<file path="config.mk">
export PLATFORM = sky130hd
export DESIGN_NAME = gf2_min_weight_solve
export DESIGN_NICKNAME = d
export VERILOG_FILES = /design/src/rtl/gf2_pkg.sv /design/src/rtl/gf2_popcount.sv /design/src/rtl/gf2_min_weight_solve.sv
export SDC_FILE = /design/constraint.sdc
export NUM_CORES = 1
export LEC_CHECK = 0
export CORE_MARGIN = 2
export CORE_UTILIZATION = 38
export CTS_CLUSTER_SIZE = 12
export DETAILED_ROUTE_END_ITERATION = 16
export PLACE_DENSITY = 0.54
export SLEW_MARGIN = 5
export SYNTH_ARGS = -nofsm -noshare
export SYNTH_HDL_FRONTEND = slang
export SYNTH_SLANG_ARGS = --single-unit
</file>
<file path="constraint.sdc">
create_clock -name clk -period 10.4 [get_ports clk]
set_input_delay 2.08 -clock clk [delete_from_list [all_inputs] [get_ports clk]]
set_output_delay 2.08 -clock clk [all_outputs]
set_load 0.02 [all_outputs]
</file>
<file path="src/rtl/gf2_pkg.sv">
// Shared types and width helpers for the GF(2) minimum-weight solver.
package gf2_pkg;

   function automatic int clog2p1(input int n);
      return $clog2(n + 1);
   endfunction

   localparam int GF2_MAX_ROWS = 4;
   localparam int GF2_MAX_COLS = 7;
   localparam int GF2_COLS_W   = clog2p1(GF2_MAX_COLS);

   typedef enum logic [1:0] {
      IDLE = 2'd0,
      SCAN = 2'd1,
      ENUM = 2'd2,
      DONE = 2'd3
   } solve_state_e;

   typedef struct packed {
      logic                  vld;
      logic [GF2_COLS_W-1:0] col;
   } pivot_t;

endpackage

</file>
<file path="src/rtl/gf2_popcount.sv">
// Combinational population count of a W-bit vector.
module gf2_popcount
   import gf2_pkg::*;
#(
   parameter  int W  = 6,
   localparam int CW = clog2p1(W)
) (
   input  logic [W-1:0]  vec,
   output logic [CW-1:0] cnt
);

   always_comb begin
      cnt = '0;
      for (int i = 0; i < W; i++) cnt = cnt + CW'(vec[i]);
   end

endmodule

</file>
<file path="src/rtl/gf2_min_weight_solve.sv">
// Minimum Hamming-weight solution of a reduced GF(2) system by free-variable enumeration.
// Optional macro GF2_SOLVE_SOL_VEC_EN adds the best_sol register and min_sol output port.
//
// state | meaning
// IDLE  | waiting for start; result outputs hold
// SCAN  | one matrix row per cycle: find pivot, flag 0 = 1 rows
// ENUM  | one free-variable subset per cycle, track lightest solution
// DONE  | one-cycle done pulse, results valid
module gf2_min_weight_solve
   import gf2_pkg::*;
#(
   parameter  int MAX_ROWS = GF2_MAX_ROWS,
   parameter  int MAX_COLS = GF2_MAX_COLS,
   localparam int ROWS_W   = clog2p1(MAX_ROWS),
   localparam int COLS_W   = clog2p1(MAX_COLS),
   localparam int WGT_W    = COLS_W,
   localparam int VW       = MAX_COLS - 1
) (
   input  logic                               clk,
   input  logic                               rst,
   input  logic [ROWS_W-1:0]                  rows,
   input  logic [COLS_W-1:0]                  cols,
   input  logic                               start,
   input  logic [MAX_ROWS-1:0][MAX_COLS-1:0]  RREF,
   output logic                               busy,
   output logic                               done,
   output logic                               sol_ok,
   output logic [WGT_W-1:0]                   min_weight
`ifdef GF2_SOLVE_SOL_VEC_EN
   ,
   output logic [VW-1:0]                      min_sol
`endif
);

   localparam int RIDX_W = (MAX_ROWS > 1) ? $clog2(MAX_ROWS) : 1;

   solve_state_e        state;
   logic [ROWS_W-1:0]   rows_q;
   logic [RIDX_W-1:0]   ridx_q;
   logic [VW-1:0]       row_vars_q [MAX_ROWS];
   logic [MAX_ROWS-1:0] rhs_q;
   pivot_t              piv_q [MAX_ROWS];
   logic [VW-1:0]       free_q;
   logic                incons_q;
   logic [VW-1:0]       s_q;
   logic [WGT_W-1:0]    best_q;
`ifdef GF2_SOLVE_SOL_VEC_EN
   logic [VW-1:0]       best_sol_q;
`endif

   logic [ROWS_W-1:0]   rows_eff;
   logic [COLS_W-1:0]   cols_eff;
   logic [VW-1:0]       vmask_in;
   logic [MAX_COLS-1:0] rhs_sel_in;
   logic [VW-1:0]       scan_vars;
   logic                piv_hit;
   logic [COLS_W-1:0]   piv_col;
   logic                scan_incons;
   logic                row_last;
   logic [VW-1:0]       x_c;
   logic [WGT_W-1:0]    w_c;
   logic [VW-1:0]       s_next;
   logic                better;

   // Request decode: clamp sizes, split each row into variable bits and its RHS bit.
   always_comb begin
      rows_eff = (rows > ROWS_W'(MAX_ROWS)) ? ROWS_W'(MAX_ROWS) : rows;
      cols_eff = (cols > COLS_W'(MAX_COLS)) ? COLS_W'(MAX_COLS) : cols;
      if (cols_eff == '0) cols_eff = COLS_W'(1);
      vmask_in   = '0;
      rhs_sel_in = '0;
      for (int i = 0; i < VW; i++) vmask_in[i] = (i + 1 < int'(cols_eff));
      for (int c = 0; c < MAX_COLS; c++) rhs_sel_in[c] = (c + 1 == int'(cols_eff));
   end

   always_comb begin
      scan_vars = row_vars_q[ridx_q];
      piv_hit   = |scan_vars;
      piv_col   = '0;
      for (int c = VW - 1; c >= 0; c--) begin
         if (scan_vars[c]) piv_col = COLS_W'(c);
      end
      scan_incons = incons_q | (~piv_hit & rhs_q[ridx_q]);
      row_last    = (ROWS_W'(ridx_q) + ROWS_W'(1)) == rows_q;
   end

   // Candidate: free bits straight from the subset, each pivot solved by its row.
   always_comb begin
      x_c = s_q;
      for (int r = 0; r < MAX_ROWS; r++) begin
         if (piv_q[r].vld) x_c[piv_q[r].col] = rhs_q[r] ^ (^(row_vars_q[r] & s_q));
      end
      s_next = (s_q - free_q) & free_q;
      better = (w_c < best_q);
   end

   gf2_popcount #(.W(VW)) u_popcount (
      .vec (x_c),
      .cnt (w_c)
   );

   always_ff @(posedge clk) begin
      if (rst) begin
         state      <= IDLE;
         rows_q     <= '0;
         ridx_q     <= '0;
         rhs_q      <= '0;
         free_q     <= '0;
         incons_q   <= 1'b0;
         s_q        <= '0;
         best_q     <= '1;
         busy       <= 1'b0;
         done       <= 1'b0;
         sol_ok     <= 1'b0;
         min_weight <= '0;
         for (int r = 0; r < MAX_ROWS; r++) begin
            row_vars_q[r] <= '0;
            piv_q[r]      <= '0;
         end
`ifdef GF2_SOLVE_SOL_VEC_EN
         best_sol_q <= '0;
         min_sol    <= '0;
`endif
      end else begin
         done <= 1'b0;
         case (state)
            IDLE: begin
               if (start) begin
                  rows_q   <= rows_eff;
                  ridx_q   <= '0;
                  free_q   <= vmask_in;
                  incons_q <= 1'b0;
                  s_q      <= '0;
                  best_q   <= '1;
                  busy     <= 1'b1;
                  for (int r = 0; r < MAX_ROWS; r++) begin
                     row_vars_q[r] <= RREF[r][VW-1:0] & vmask_in;
                     rhs_q[r]      <= |(RREF[r] & rhs_sel_in);
                     piv_q[r]      <= '0;
                  end
                  state <= (rows_eff == '0) ? ENUM : SCAN;
               end
            end
            SCAN: begin
               if (piv_hit) begin
                  piv_q[ridx_q]   <= '{vld: 1'b1, col: piv_col};
                  free_q[piv_col] <= 1'b0;
               end
               incons_q <= scan_incons;
               ridx_q   <= ridx_q + RIDX_W'(1);
               if (row_last) begin
                  if (scan_incons) begin
                     state      <= DONE;
                     done       <= 1'b1;
                     busy       <= 1'b0;
                     sol_ok     <= 1'b0;
                     min_weight <= '0;
`ifdef GF2_SOLVE_SOL_VEC_EN
                     min_sol    <= '0;
`endif
                  end else begin
                     state <= ENUM;
                  end
               end
            end
            ENUM: begin
`ifdef GF2_SOLVE_SOL_VEC_EN
               if (better) begin
                  best_q     <= w_c;
                  best_sol_q <= x_c;
               end
`else
               if (better) best_q <= w_c;
`endif
               s_q <= s_next;
               if (s_next == '0) begin
                  state      <= DONE;
                  done       <= 1'b1;
                  busy       <= 1'b0;
                  sol_ok     <= 1'b1;
                  min_weight <= better ? w_c : best_q;
`ifdef GF2_SOLVE_SOL_VEC_EN
                  min_sol    <= better ? x_c : best_sol_q;
`endif
               end
            end
            DONE: state <= IDLE;
            default: state <= IDLE;
         endcase
      end
   end

endmodule

</file>
### After elaboration in Yosys (flattened, before gate mapping)

Memories as Yosys holds them, arrays and structs flattened. A register that Yosys moved wholly into a read port is not among the register bits.
Cells that the tools add are included.

| cells by class | value |
|---|---|
| mux-type cells | 85 |
| add/sub/neg operators | 8 |
| order comparisons | 20 |
| reductions and logical operators | 30 |
| bitwise operators | 30 |
| equality and inequality tests | 16 |

Operator list:

| kind | number |
|---|---|
| two-way mux 6 bit | 11 |
| AND 6 bit | 10 |
| two-way mux 3 bit | 14 |
| AND 7 bit | 4 |
| OR reduction 7 bit | 4 |
| two-way mux 1 bit | 27 |
| bitwise mux 6 bit | 4 |
| one-hot mux 6 bit (2 select lines) | 2 |
| parity 6 bit | 4 |
| less-than comparator 3 x 4 -> 1 bit, second input constant | 5 |
| two-way mux 4 bit | 5 |
| two-way mux 2 bit | 8 |
| demux 1 bit (select 3 bit) | 5 |
| >= comparator 3 x 1 -> 1 bit, second input constant | 5 |
| adder 3 x 1 -> 3 bit | 4 |
| equality test 3 bit, first input constant | 4 |
| one-hot mux 3 bit (2 select lines) | 2 |
| != test 2 bit, second input constant | 5 |
| less-than comparator 3 bit, first input constant | 3 |
| OR 1 bit | 9 |
| one-hot mux 2 bit (4 select lines) | 1 |
| equality test 2 x 3 -> 1 bit, first input constant | 2 |
| greater-than comparator 3 bit, second input constant | 2 |
| logical NOT 3 bit | 2 |
| 31 further kinds | 47 |

| storage, ports and cells | value |
|---|---|
| bits in registers | 33 |
| memories | 2 |
| word-level logic and storage cells | 203 |
| RAM bits | 40 |
| output and inout bits | 6 |
| input port bits | 37 |

Memories:

| name | depth | width | rd ports | clocked after Yosys merged registers in | wr ports | line | text |
|---|---|---|---|---|---|---|---|
| row_vars_q | 4 | 6 | 5 | 1 | 4 | gf2_min_weight_solve.sv:40 | `logic [VW-1:0] row_vars_q [MAX_ROWS];` |
| piv_q | 4 | 4 | 4 | 0 | 4 | gf2_min_weight_solve.sv:42 | `pivot_t piv_q [MAX_ROWS];` |

### Longest topological paths before layout

Gate-level depths: netlist of run 1.
An unclocked memory read counts as a cell.

| depth | value |
|---|---|
| depth after elaboration | 22 |
| mapped depth | 23 |
| depth with buffers taken out | 22 |

### Cells and area by module

From an unflattened synthesis of run 1, not the netlist that was laid out.

| second synthesis, totals | value |
|---|---|
| cells, all modules | 507 |
| area total of the unflattened synthesis | 4667.0 µm² |

By module, submodules not included:

| module | times used | sequential area each (µm²) | cells each | area an instance (µm²) |
|---|---|---|---|---|
| gf2_min_weight_solve | 1 | 1861.8 | 498 | 4575.6 |
| gf2_popcount | 1 | 0.0 | 9 | 91.3 |

### Worst setup path before layout of run 1

OpenSTA, ideal clock, no wires.

| timing path | value |
|---|---|
| kind | register to register |
| from | reg s_q[1] |
| to | reg best_q[0] |
| stages on the path, launching flop included | 23 |
| data arrival time | 4.760 ns |
| data required time | 10.279 ns |
| clock period less this slack | 4.880 ns |
| setup time | 0.121 ns |
| buffers on the path | 0 |
| path slack | 5.520 ns |
| cell sequence | dfxtp_1 nand2_1 xnor3_1 xnor3_1 nor2_1 a221oi_1 a2111oi_0 a221oi_1 ha_1 inv_1 fa_1 inv_1 fa_1 inv_1 fa_1 inv_1 ha_1 a21o_1 a21oi_1 mux2i_1 nand2_1 o21ai_0 nand2_1 |

| between the ends | value |
|---|---|
| cells in the longest elaborated chain, start to end | 19 |
| elaborated cells on any way between the ends | 28 |
| classes of those cells | add/sub (5); order compare (1); mux (10); bitwise (8); reduce/logical (4) |

Ends and longest elaborated chain:

| what | line | text |
|---|---|---|
| from (decl) | gf2_min_weight_solve.sv:45 | `logic [VW-1:0] s_q;` |
| from (signal assigned) | gf2_min_weight_solve.sv:175 | `s_q <= s_next;` |
| AND 6 bit | gf2_min_weight_solve.sv:91 | `if (piv_q[r].vld) x_c[piv_q[r].col] = rhs_q[r] ^ (^(row_vars_q[r] & s_q));` |
| parity 6 bit | gf2_min_weight_solve.sv:91 |  |
| bitwise XOR 1 bit | gf2_min_weight_solve.sv:91 |  |
| bitwise mux 6 bit | gf2_min_weight_solve.sv:91 |  |
| two-way mux 6 bit | gf2_min_weight_solve.sv:91 |  |
| bitwise mux 6 bit | gf2_min_weight_solve.sv:91 |  |
| two-way mux 6 bit | gf2_min_weight_solve.sv:91 |  |
| bitwise mux 6 bit | gf2_min_weight_solve.sv:91 |  |
| two-way mux 6 bit | gf2_min_weight_solve.sv:91 |  |
| bitwise mux 6 bit | gf2_min_weight_solve.sv:91 |  |
| two-way mux 6 bit * | gf2_min_weight_solve.sv:91 |  |
| adder 1 x 1 -> 2 bit | gf2_popcount.sv:14 | `for (int i = 0; i < W; i++) cnt = cnt + CW'(vec[i]);` |
| adder 3 x 1 -> 3 bit (3 in a row) | gf2_popcount.sv:14 |  |
| adder 3 x 1 -> 3 bit * | gf2_popcount.sv:14 |  |
| less-than comparator 3 bit | gf2_min_weight_solve.sv:94 | `better = (w_c < best_q);` |
| two-way mux 3 bit * | gf2_min_weight_solve.sv:173 | `if (better) best_q <= w_c;` |
| one-hot mux 3 bit (2 select lines) * | gf2_min_weight_solve.sv:126 | `case (state)` |
| to (signal assigned) | gf2_min_weight_solve.sv:173 |  |
| to (decl) | gf2_min_weight_solve.sv:46 | `logic [WGT_W-1:0] best_q;` |

Mark *: on every way between the ends. The rest lies on a longest branch, timed or not.
A chain may end at the register's enable or synchronous reset.

### Final worst setup path of run 1

Same ends and word-level chain as after synthesis.

==> results of run 1 <==
==> per-layer routing <==
layer,GRT usage,routed length [microns]
met5,0,0
met4,0.1173,430
met3,0.03795,561
met2,0.3243,5864
met1,0.2638,5744
==> layout make-up <==
cell class / count / area [sq um] / area share
multi-input cells: 389 / 2633 / 0.4772
flip-flops and latches: 75 / 1862 / 0.3375
repair buffers: 44 / 435.4 / 0.07893
clock buffers: 11 / 242.7 / 0.04400
well taps: 168 / 210.2 / 0.03810
inverters: 28 / 105.1 / 0.01905
clock inverters: 5 / 28.78 / 0.005217
==> flip-flops by register name (all words and copies together) (netlist names), named ones only <==
signal      flops
incons_q        1
done            1
piv_q          16
sol_ok          1
best_q          3
rows_q          3
free_q          6
state           2
busy            1
min_weight      3
rhs_q           4
s_q             6
ridx_q          2
row_vars_q     24
==> power by group <==
part           switching [mW]  total, mW  internal (mW)
sequential             0.0474      0.418          0.371
combinational           0.216      0.353          0.137
clock                   0.118      0.285          0.166
total                   0.382       1.06          0.674
==> logic make-up (layout without fill, tap and decap cells) <==
logic type / count (synthesis) / in the layout / share of synthesized area
compound gates: 111 / 111 / 0.1647
xor+xnor: 26 / 26 / 0.05436
fa+ha+maj: 20 / 20 / 0.05969
buf+inv: 44 / 88 / 0.04290
flops: 75 / 75 / 0.3965
mux: 15 / 15 / 0.05409
simple gates: 217 / 217 / 0.2278
==> through the flow <==
step	worst slack, ns	power, mW	std cells	hold WS [ns]
floorplan	5.520	0.6561	508	0.4348
global placement	5.120	0.7721	704	0.4450
CTS	5.029	1.062	720	0.4553
detailed placement	5.033	0.7730	704	0.4471
global route	4.540	1.120	720	0.4780
finish	5.044	1.056	720	0.4554
==> synthesized netlist by cell type (8+ instances only) <==
master	n
nand2b_1	16
nor2_1	47
xnor2_1	18
clkbuf_1	11
a221oi_1	13
and2_1	20
dfxtp_1	39
a21oi_1	29
nand2_1	73
nand3_1	10
ha_1	16
inv_1	28
and3_1	11
o21ai_0	17
nor3_1	8
edfxtp_1	36
nor2b_1	13
==> worst register-to-register path, stage by stage (launching register included) <==
cell and delay (ns):
dfxtp_1 0.49, nand2_1 0.11, xnor3_1 0.39, xnor3_1 0.44
nor2_1 0.21, a221oi_1 0.11, a2111oi_0 0.36, a221oi_1 0.10
ha_1 0.31, inv_1 0.05, fa_1 0.53, inv_1 0.05
fa_1 0.41, inv_1 0.07, fa_1 0.41, inv_1 0.09
ha_1 0.23, a21o_1 0.16, a21oi_1 0.26, mux2i_1 0.27
nand2_1 0.06, o21ai_0 0.07, nand2_1 0.07
==> worst min path at each step <==
stage | end | slack (ns)
2_1_floorplan | piv_q[1][3] | 0.43
3_3_place_gp | sol_ok | 0.45
3_5_place_dp | sol_ok | 0.45
4_1_cts | sol_ok | 0.46
5_1_grt | sol_ok | 0.48
6_report | sol_ok | 0.46
==> run_results.csv, run 1 <==
group,metric,value,unit
run_status,status,"complete, no violations",
drt,via_per_inst,5.413,
timing,finalSetupTns,0,ns
power,ir_worst_vdd,0.00008726,V
yosys,post_synth.cell_area_avg,9.244,sq um
timing,rsz0062_at_grt,"no",
cts,cts_tree,"built",
yosys,ys_ff_latch,75,
timing,max-slew-margin-rel,0.3507,
timing,clock.fmax,186.7,MHz
grt,grt_pass1_vias,3975,
grt,grt_max_degree,37,
finish,final_nets,604,
cts,numClockSinks,75,
grt,grt.overflow.total,0,
yosys,synth_cell_types,66,
drt,drt-total-wl,12600,microns
drt,vias,3897,
worst_setup_path,rr_endpoint,"best_q[0]",
flow_run,maxCapViolCount,0,
yosys,synth_edf_count,36,
cts,insertion_delay,0.34,ns
finish,post-route-util,0.4574,
timing,drv_slew,0,
grt,grt_first_pass_wirelength,20680,microns
drt,routedWlPerCell,17.50,microns
worst_setup_path,cp_num_cells,22,
min_path,worst_hold_startpoint,"sol_ok",
worst_setup_path,cp-start-kind,"flip-flop",
cts,h-tree-depth,3,
worst_setup_path,cpMostUsedCell,"inv_1",
worst_setup_path,crit_required,10.61,ns
yosys,syn_area,0.004696,sq mm
yosys,synth-async-reset-ratio,0,
cts,root_buffer,"clkbuf_16",
cts,post_cts_buffers,0,
place,dp_hpwl,9798,microns
floorplan,die_w,115.2,microns
cts,cts_buffers,9,
grt,grt_usage,0.2050,
place,placed_area,0.005245,sq mm
yosys,yosysWarnings,0,
floorplan,top_level_ports,43,
worst_setup_path,crit_path_max_incr_delay,0.53,ns
grt,antenna_found_initial,0,
timing,worst_pin_slew,0.9637,ns
worst_setup_path,cp_slowest_cell,"fa_1",
floorplan,die-height,115.2,microns
yosys,synthTopCellsByArea,"edfxtp_1 (23%), dfxtp_1 (17%), nand2_1 (5.8%), ha_1 (4.3%), nor2_1 (3.8%)",
cts,cts_resized,0,
worst_setup_path,crit_buf_inv,4,
worst_setup_path,crit_chain,"nand2_1 > xnor3_1 > xnor3_1 > nor2_1 > a221oi_1 > a2111oi_0 > a221oi_1 > ha_1 > inv_1 > fa_1 > inv_1 > fa_1 > inv_1 > fa_1 > inv_1 > ha_1 > a21o_1 > a21oi_1 > mux2i_1 > nand2_1 > o21ai_0 > nand2_1",
drt,drtPass1Iterations,5,
timing,finalCriticalPeriod,5.356,ns
drt,dr.first_iter.drc_count,216,
cts,cts.clk_slew.worst_paths,0.06,ns
cts,cts.path.max_buffers,2,
timing,setup_viol,0,
worst_setup_path,rrSetupSlack,5.04,ns
floorplan,start_util,0.3893,
yosys,ys_seq_area_frac,0.3965,
timing,timing.final.crit_share,0.5150,
worst_setup_path,rr_worst_depth,22,
timing,hold_viol,0,
finish,fillers,1184,
min_path,hold_path_depth,2,
min_path,hold_path_class,"flip-flop to flip-flop",
worst_setup_path,critical_path.endpoint,"best_q[0]",
finish,n_antenna_cell,0,
power,p_leak,2.088,nW
finish,final_common_cell,"nand2_1",
yosys,syn_nets,565,
finish,area_delta_synth_final,17.48,%
drt,ant_nets,0,
floorplan,die-area,0.01326,sq mm
place,port_buffers,42,
drt,drc_errors,0,
finish,drive_above_1_share,0.05797,
finish,final_area,0.005517,sq mm
worst_setup_path,crit_start,"s_q[1]",
floorplan,rows,40,
power,p_per_area,191.4,mW/mm^2
yosys,yosysTopAreaCell,"edfxtp_1",
worst_setup_path,critPathTopFamily,"adder cells",
worst_setup_path,cp_max_fo,8,
timing,fin_skew,0.005430,ns
yosys,synthCells,508,
worst_setup_path,critPathArrivalTime,5.57,ns
floorplan,core,0.01206,sq mm
cts,hold_buffers,0,
worst_setup_path,critPathKind,"flip-flop to flip-flop",
finish,final_cell_mix,"nand2_1 (73), nor2_1 (47), clkdlybuf4s50_1 (42), dfxtp_1 (39), edfxtp_1 (36)",
yosys,synth_ff_type,"dfxtp_1",
place,routabilityCongestion,0.8646,
worst_setup_path,end_kind,"flip-flop",
worst_setup_path,r2r_start,"s_q[1]",
yosys,synth_top_cell_area_share,0.2302,
No activity file was read; power rests on OpenSTA's default activity.
==> run 2, diff against run 1 <==
- PLACE_DENSITY: 0.54 -> 0.56
- clock period: 10.4 -> 4.3 ns (I/O delays scaled with it)
==> run_results.csv, run 2 (synthesized netlist as in run 1, its figures left out) <==
group,metric,value,unit
finish,area_delta_synth_final,24.83,%
worst_setup_path,rrSetupSlack,-0.35,ns
cts,cts_buffers,9,
finish,final_cells,751,
timing,rsz0062_at_grt,"yes",
place,routabilityCongestion,0.8170,
run_status,status,"finished with violations",
cts,cts.path.max_buffers,2,
grt,grt_pass1_vias,4004,
run_status,violations,"setup timing",
drt,drtPass1Iterations,4,
timing,finalSetupTns,-1.258,ns
grt,grt_max_degree,25,
grt,grt.overflow.total,0,
worst_setup_path,crit_chain,"nand2_2 > xor2_2 > xnor2_1 > xnor2_1 > or3b_4 > o31a_1 > a221oi_2 > ha_1 > inv_2 > fa_1 > inv_1 > fa_2 > inv_2 > fa_1 > inv_1 > ha_1 > a21o_1 > a21oi_2 > mux2i_1 > nand2_1 > o21ai_1 > nand2_1",
grt,grt_first_pass_wirelength,20470,microns
timing,hold_viol,0,
floorplan,die-area,0.01326,sq mm
place,dp_hpwl,10170,microns
floorplan,top_level_ports,43,
min_path,hold_path_depth,2,
timing,max-slew-margin-rel,0.2892,
drt,via_per_inst,5.281,
timing,setup_viol,4,
cts,cts_tree,"built",
timing,worst_pin_slew,1.055,ns
drt,routedWlPerCell,16.87,microns
grt,antenna_found_initial,0,
worst_setup_path,cp_max_fo,3,
finish,final_cell_mix,"nand2_1 (71), nor2_1 (46), clkdlybuf4s50_1 (42), edfxtp_1 (36)",
worst_setup_path,crit_required,4.52,ns
worst_setup_path,r2r_start,"row_vars_q[1][5]",
worst_setup_path,cp_slowest_cell,"fa_1",
min_path,hold_end,"sol_ok",
worst_setup_path,crit_buf_inv,4,
drt,vias,3966,
cts,root_buffer,"clkbuf_16",
worst_setup_path,critPathArrivalTime,4.86,ns
cts,insertion_delay,0.34,ns
floorplan,die_w,115.2,microns
finish,drive_above_1_share,0.1407,
cts,numClockSinks,75,
floorplan,rows,40,
finish,final_area,0.005862,sq mm
power,ir_worst_vdd,0.0001965,V
power,p_per_area,459.9,mW/mm^2
finish,largest_reg_flops,24,
finish,final_common_cell,"nand2_1",
floorplan,core,0.01206,sq mm
finish,largestRegisters,"row_vars_q (24), piv_q (16)",
worst_setup_path,cp-start-kind,"flip-flop",
power,p_leak,2.285,nW
floorplan,start_util,0.3893,
drt,drt-total-wl,12670,microns
drt,dr.first_iter.drc_count,207,
flow_run,maxCapViolCount,0,
min_path,hold_path_class,"flip-flop to flip-flop",
worst_setup_path,critPathTopFamily,"adder cells",
place,placedCellCount,730,
cts,cts.clk_slew.worst_paths,0.06,ns
finish,top_register,"row_vars_q",
place,port_buffers,42,
floorplan,die-height,115.2,microns
timing,timing.final.crit_share,1.080,
finish,final_nets,635,
timing,clock.fmax,215.3,MHz
min_path,worst_hold_startpoint,"sol_ok",
finish,fillers,1155,
worst_setup_path,crit_path_max_incr_delay,0.53,ns
timing,worst_slack,-0.3453,ns
worst_setup_path,rr_worst_depth,22,
timing,drv_slew,0,
cts,h-tree-depth,3,
worst_setup_path,critPathKind,"flip-flop to flip-flop",
timing,finalCriticalPeriod,4.645,ns
finish,n_antenna_cell,0,
cts,hold_buffers,0,
drt,drc_errors,0,
worst_setup_path,rr_endpoint,"best_q[0]",
place,placed_area,0.005469,sq mm
worst_setup_path,end_kind,"flip-flop",
drt,ant_nets,0,
timing,fin_skew,0.006116,ns
timing,whs,0.4522,ns
grt,grt_usage,0.2054,
run 2: worst max path at each step:
stage / start / endpoint / cells past startpoint
after floorplan: s_q[5] / best_q[0] / 23
after global placement: s_q[2] / best_q[0] / 22
after detailed placement: s_q[2] / best_q[0] / 22
after CTS: row_vars_q[1][5] / best_q[1] / 22
after global routing: row_vars_q[1][0] / best_q[0] / 22
final: row_vars_q[1][5] / best_q[0] / 22
run 2: worst register-to-register path: cells and delay by family (launching register included):
| family | cells | cell delay, ns |
|---|---|---|
| compound gates | 5 | 0.90 |
| xor+xnor | 3 | 0.44 |
| fa+ha+maj | 5 | 1.63 |
| buf+inv | 4 | 0.23 |
| flops | 1 | 0.42 |
| mux | 1 | 0.25 |
| simple gates | 4 | 0.64 |
run 2: repair_timing:
item	4_1_cts	5_1_grt
gates resized for setup	3	7
pin swaps	1	1
endpoints found under the setup margin	4	6
setup buffers	3	2
run 2: stage by stage:
step,utilization,worst slack (ns),total power [mW]
finish,0.4860,-0.3453,2.696
global route,0.4860,-0.6442,2.858
CTS,0.4823,-0.3682,2.695
detailed placement,0.4534,-0.4245,1.884
global placement,0.4534,-0.3569,1.873
floorplan,-,-0.09588,1.593
run 2: area by class of cell:
class	instances	area, sq um	area share
Tap cell	168	210.2	0.03586
Multi-Input combinational cell	389	2698	0.4602
Inverter	28	105.1	0.01793
Clock inverter	6	80.08	0.01366
Sequential cell	75	1872	0.3193
Clock buffer	10	229.0	0.03906
Timing Repair Buffer	75	668.1	0.1140
run 2: layer usage:
layer  global-route usage  routed length, microns  up-vias
li1                     -                       -     1972
met1               0.2635                    5753     1883
met3              0.02688                     422       22
met4              0.09639                     343        0
met2               0.3447                    6149       89
met5                    0                       0        -
run 2: power breakdown:
part	switching, mW	internal, mW	leakage, nW	total [mW]
Clock	0.289	0.503	0.148	0.792
Sequential	0.110	0.894	0.710	1.00
Combinational	0.527	0.373	1.43	0.900
Total	0.926	1.77	2.29	2.70
==> run 3, diff against run 2 <==
- clock period: 4.3 -> 4.15 ns (I/O delays scaled with it)
==> run_results.csv, run 3 (synthesized netlist as in run 1, its figures left out) <==
group,metric,value,unit
timing,setup_viol,4,
floorplan,start_util,0.3893,
finish,drive_above_1_share,0.1686,
place,routabilityCongestion,0.8290,
min_path,worst_hold_startpoint,"sol_ok",
drt,ant_nets,0,
timing,finalCriticalPeriod,4.756,ns
worst_setup_path,cp_max_fo,3,
power,p_per_area,457.7,mW/mm^2
run_status,status,"finished with violations",
finish,largest_reg_flops,24,
finish,final_cell_mix,"nand2_1 (70), nor2_1 (46), buf_4 (43), clkdlybuf4s50_1 (42), edfxtp_1 (36)",
min_path,hold_end,"sol_ok",
drt,drc_errors,0,
place,placed_area,0.005529,sq mm
grt,antenna_found_initial,0,
cts,numClockSinks,75,
cts,cts_buffers,9,
grt,grt.overflow.total,0,
power,p_leak,2.311,nW
worst_setup_path,critPathArrivalTime,4.97,ns
place,dp_hpwl,10190,microns
finish,n_antenna_cell,0,
floorplan,die_w,115.2,microns
finish,multi_input_area,0.002726,sq mm
worst_setup_path,rr_worst_depth,22,
cts,cts_tree,"built",
drt,routedWlPerCell,16.89,microns
min_path,hold_path_depth,2,
finish,final_nets,645,
cts,h-tree-depth,3,
grt,grt_pass1_vias,3894,
finish,seqCellArea,0.001872,sq mm
run_status,violations,"setup timing",
worst_setup_path,critPathKind,"flip-flop to flip-flop",
timing,worst_slack,-0.6065,ns
timing,fin_skew,0.006499,ns
worst_setup_path,r2r_start,"row_vars_q[1][2]",
floorplan,top_level_ports,43,
timing,worst_pin_slew,1.079,ns
worst_setup_path,rr_endpoint,"best_q[0]",
timing,whs,0.4530,ns
power,ir_worst_vdd,0.0002763,V
timing,max-slew-margin-rel,0.2730,
finish,largestRegisters,"row_vars_q (24), piv_q (16)",
grt,grt_max_degree,25,
power,power,2.710,mW
cts,cts.path.max_buffers,2,
place,port_buffers,42,
floorplan,die-area,0.01326,sq mm
finish,fillers,1160,
timing,clock.fmax,210.2,MHz
finish,area_delta_synth_final,26.11,%
worst_setup_path,cp-start-kind,"flip-flop",
cts,root_buffer,"clkbuf_16",
cts,cts.clk_slew.worst_paths,0.06,ns
timing,rsz0062_at_grt,"yes",
drt,via_per_inst,5.390,
drt,vias,4102,
finish,final_area,0.005922,sq mm
finish,final_common_cell,"nand2_1",
floorplan,core,0.01206,sq mm
timing,timing.final.crit_share,1.146,
timing,drv_slew,0,
floorplan,die-height,115.2,microns
grt,grt_usage,0.1990,
worst_setup_path,rrSetupSlack,-0.61,ns
floorplan,rows,40,
timing,hold_viol,0,
grt,grt_first_pass_wirelength,19930,microns
drt,dr.first_iter.drc_count,261,
worst_setup_path,crit_required,4.36,ns
finish,top_register,"row_vars_q",
flow_run,maxCapViolCount,0,
min_path,hold_path_class,"flip-flop to flip-flop",
cts,insertion_delay,0.33,ns
drt,drtPass1Iterations,5,
timing,finalSetupTns,-2.190,ns
drt,drt-total-wl,12850,microns
worst_setup_path,end_kind,"flip-flop",
==> run 3: cell count changes in the layout (fill, tap and decap cells not counted), sizes merged <==
cell	previous run	this run
clkbuf	10	13
buf	33	43
clkinvlp	1	0
bufinv	2	0
==> run 3: critical path, cell delays in order, from the launching register on <==
cell,delay [ns]
edfxtp_1,0.39
nand2_1,0.10
xor2_1,0.18
xnor2_1,0.17
xnor2_1,0.14
or3b_4,0.41
o31a_1,0.29
a221oi_2,0.24
ha_1,0.18
inv_2,0.04
fa_1,0.49
inv_2,0.04
fa_2,0.34
inv_2,0.06
fa_2,0.43
inv_2,0.09
ha_4,0.19
a21o_1,0.16
a21oi_2,0.19
mux2i_1,0.26
nand2_1,0.09
o21ai_1,0.09
nand2_1,0.06
==> run 3: worst max path at each step <==
stage	from	endpoint	slack (ns)	cells after the start
after floorplan	s_q[5]	best_q[0]	-0.25	23
after global placement	s_q[2]	best_q[0]	-0.50	22
after detailed placement	s_q[2]	best_q[0]	-0.59	22
after CTS	row_vars_q[1][5]	best_q[0]	-0.55	22
after global routing	row_vars_q[1][0]	best_q[0]	-0.89	22
final	row_vars_q[1][2]	best_q[0]	-0.61	22
==> run 3: area by class of cell <==
class / count / share of cell area
multi-input combinational: 389 / 0.4604
sequential: 75 / 0.3161
timing repair buffer: 85 / 0.1255
clock buffer: 13 / 0.04226
tap: 168 / 0.03550
inverter: 28 / 0.01775
clock inverter: 3 / 0.002535
==> run 3: power breakdown <==
| group | total (mW) | leakage [nW] | switching (mW) | internal (mW) |
|---|---|---|---|---|
| Combinational | 0.965 | 1.47 | 0.560 | 0.405 |
| Sequential | 1.04 | 0.710 | 0.113 | 0.927 |
| Clock | 0.705 | 0.133 | 0.286 | 0.418 |
==> run 3: timing repair <==
item	in CTS	in global routing
hold buffers	0	0
setup endpoints to repair	4	6
gates resized for setup	3	15
pin swaps	1	15
endpoints found under the hold margin	0	0
setup buffers	3	5
==> run 3: layer usage <==
| layer | GRT usage | vias up | share of wire |
|---|---|---|---|
| li1 | - | 2000 | - |
| met1 | 0.2609 | 1926 | 0.44 |
| met2 | 0.3267 | 147 | 0.48 |
| met3 | 0.03163 | 29 | 0.049 |
| met4 | 0.08594 | 0 | 0.032 |
| met5 | 0 | - | 0 |
==> run 3: stage by stage <==
step | util | instances | setup WS [ns]
6_report | 0.4910 | 761 | -0.6065
5_1_grt | 0.4910 | 761 | -0.8931
4_1_cts | 0.4833 | 757 | -0.5532
3_5_place_dp | 0.4584 | 738 | -0.5877
3_3_place_gp | 0.4584 | 738 | -0.4959
2_1_floorplan | - | 508 | -0.2459
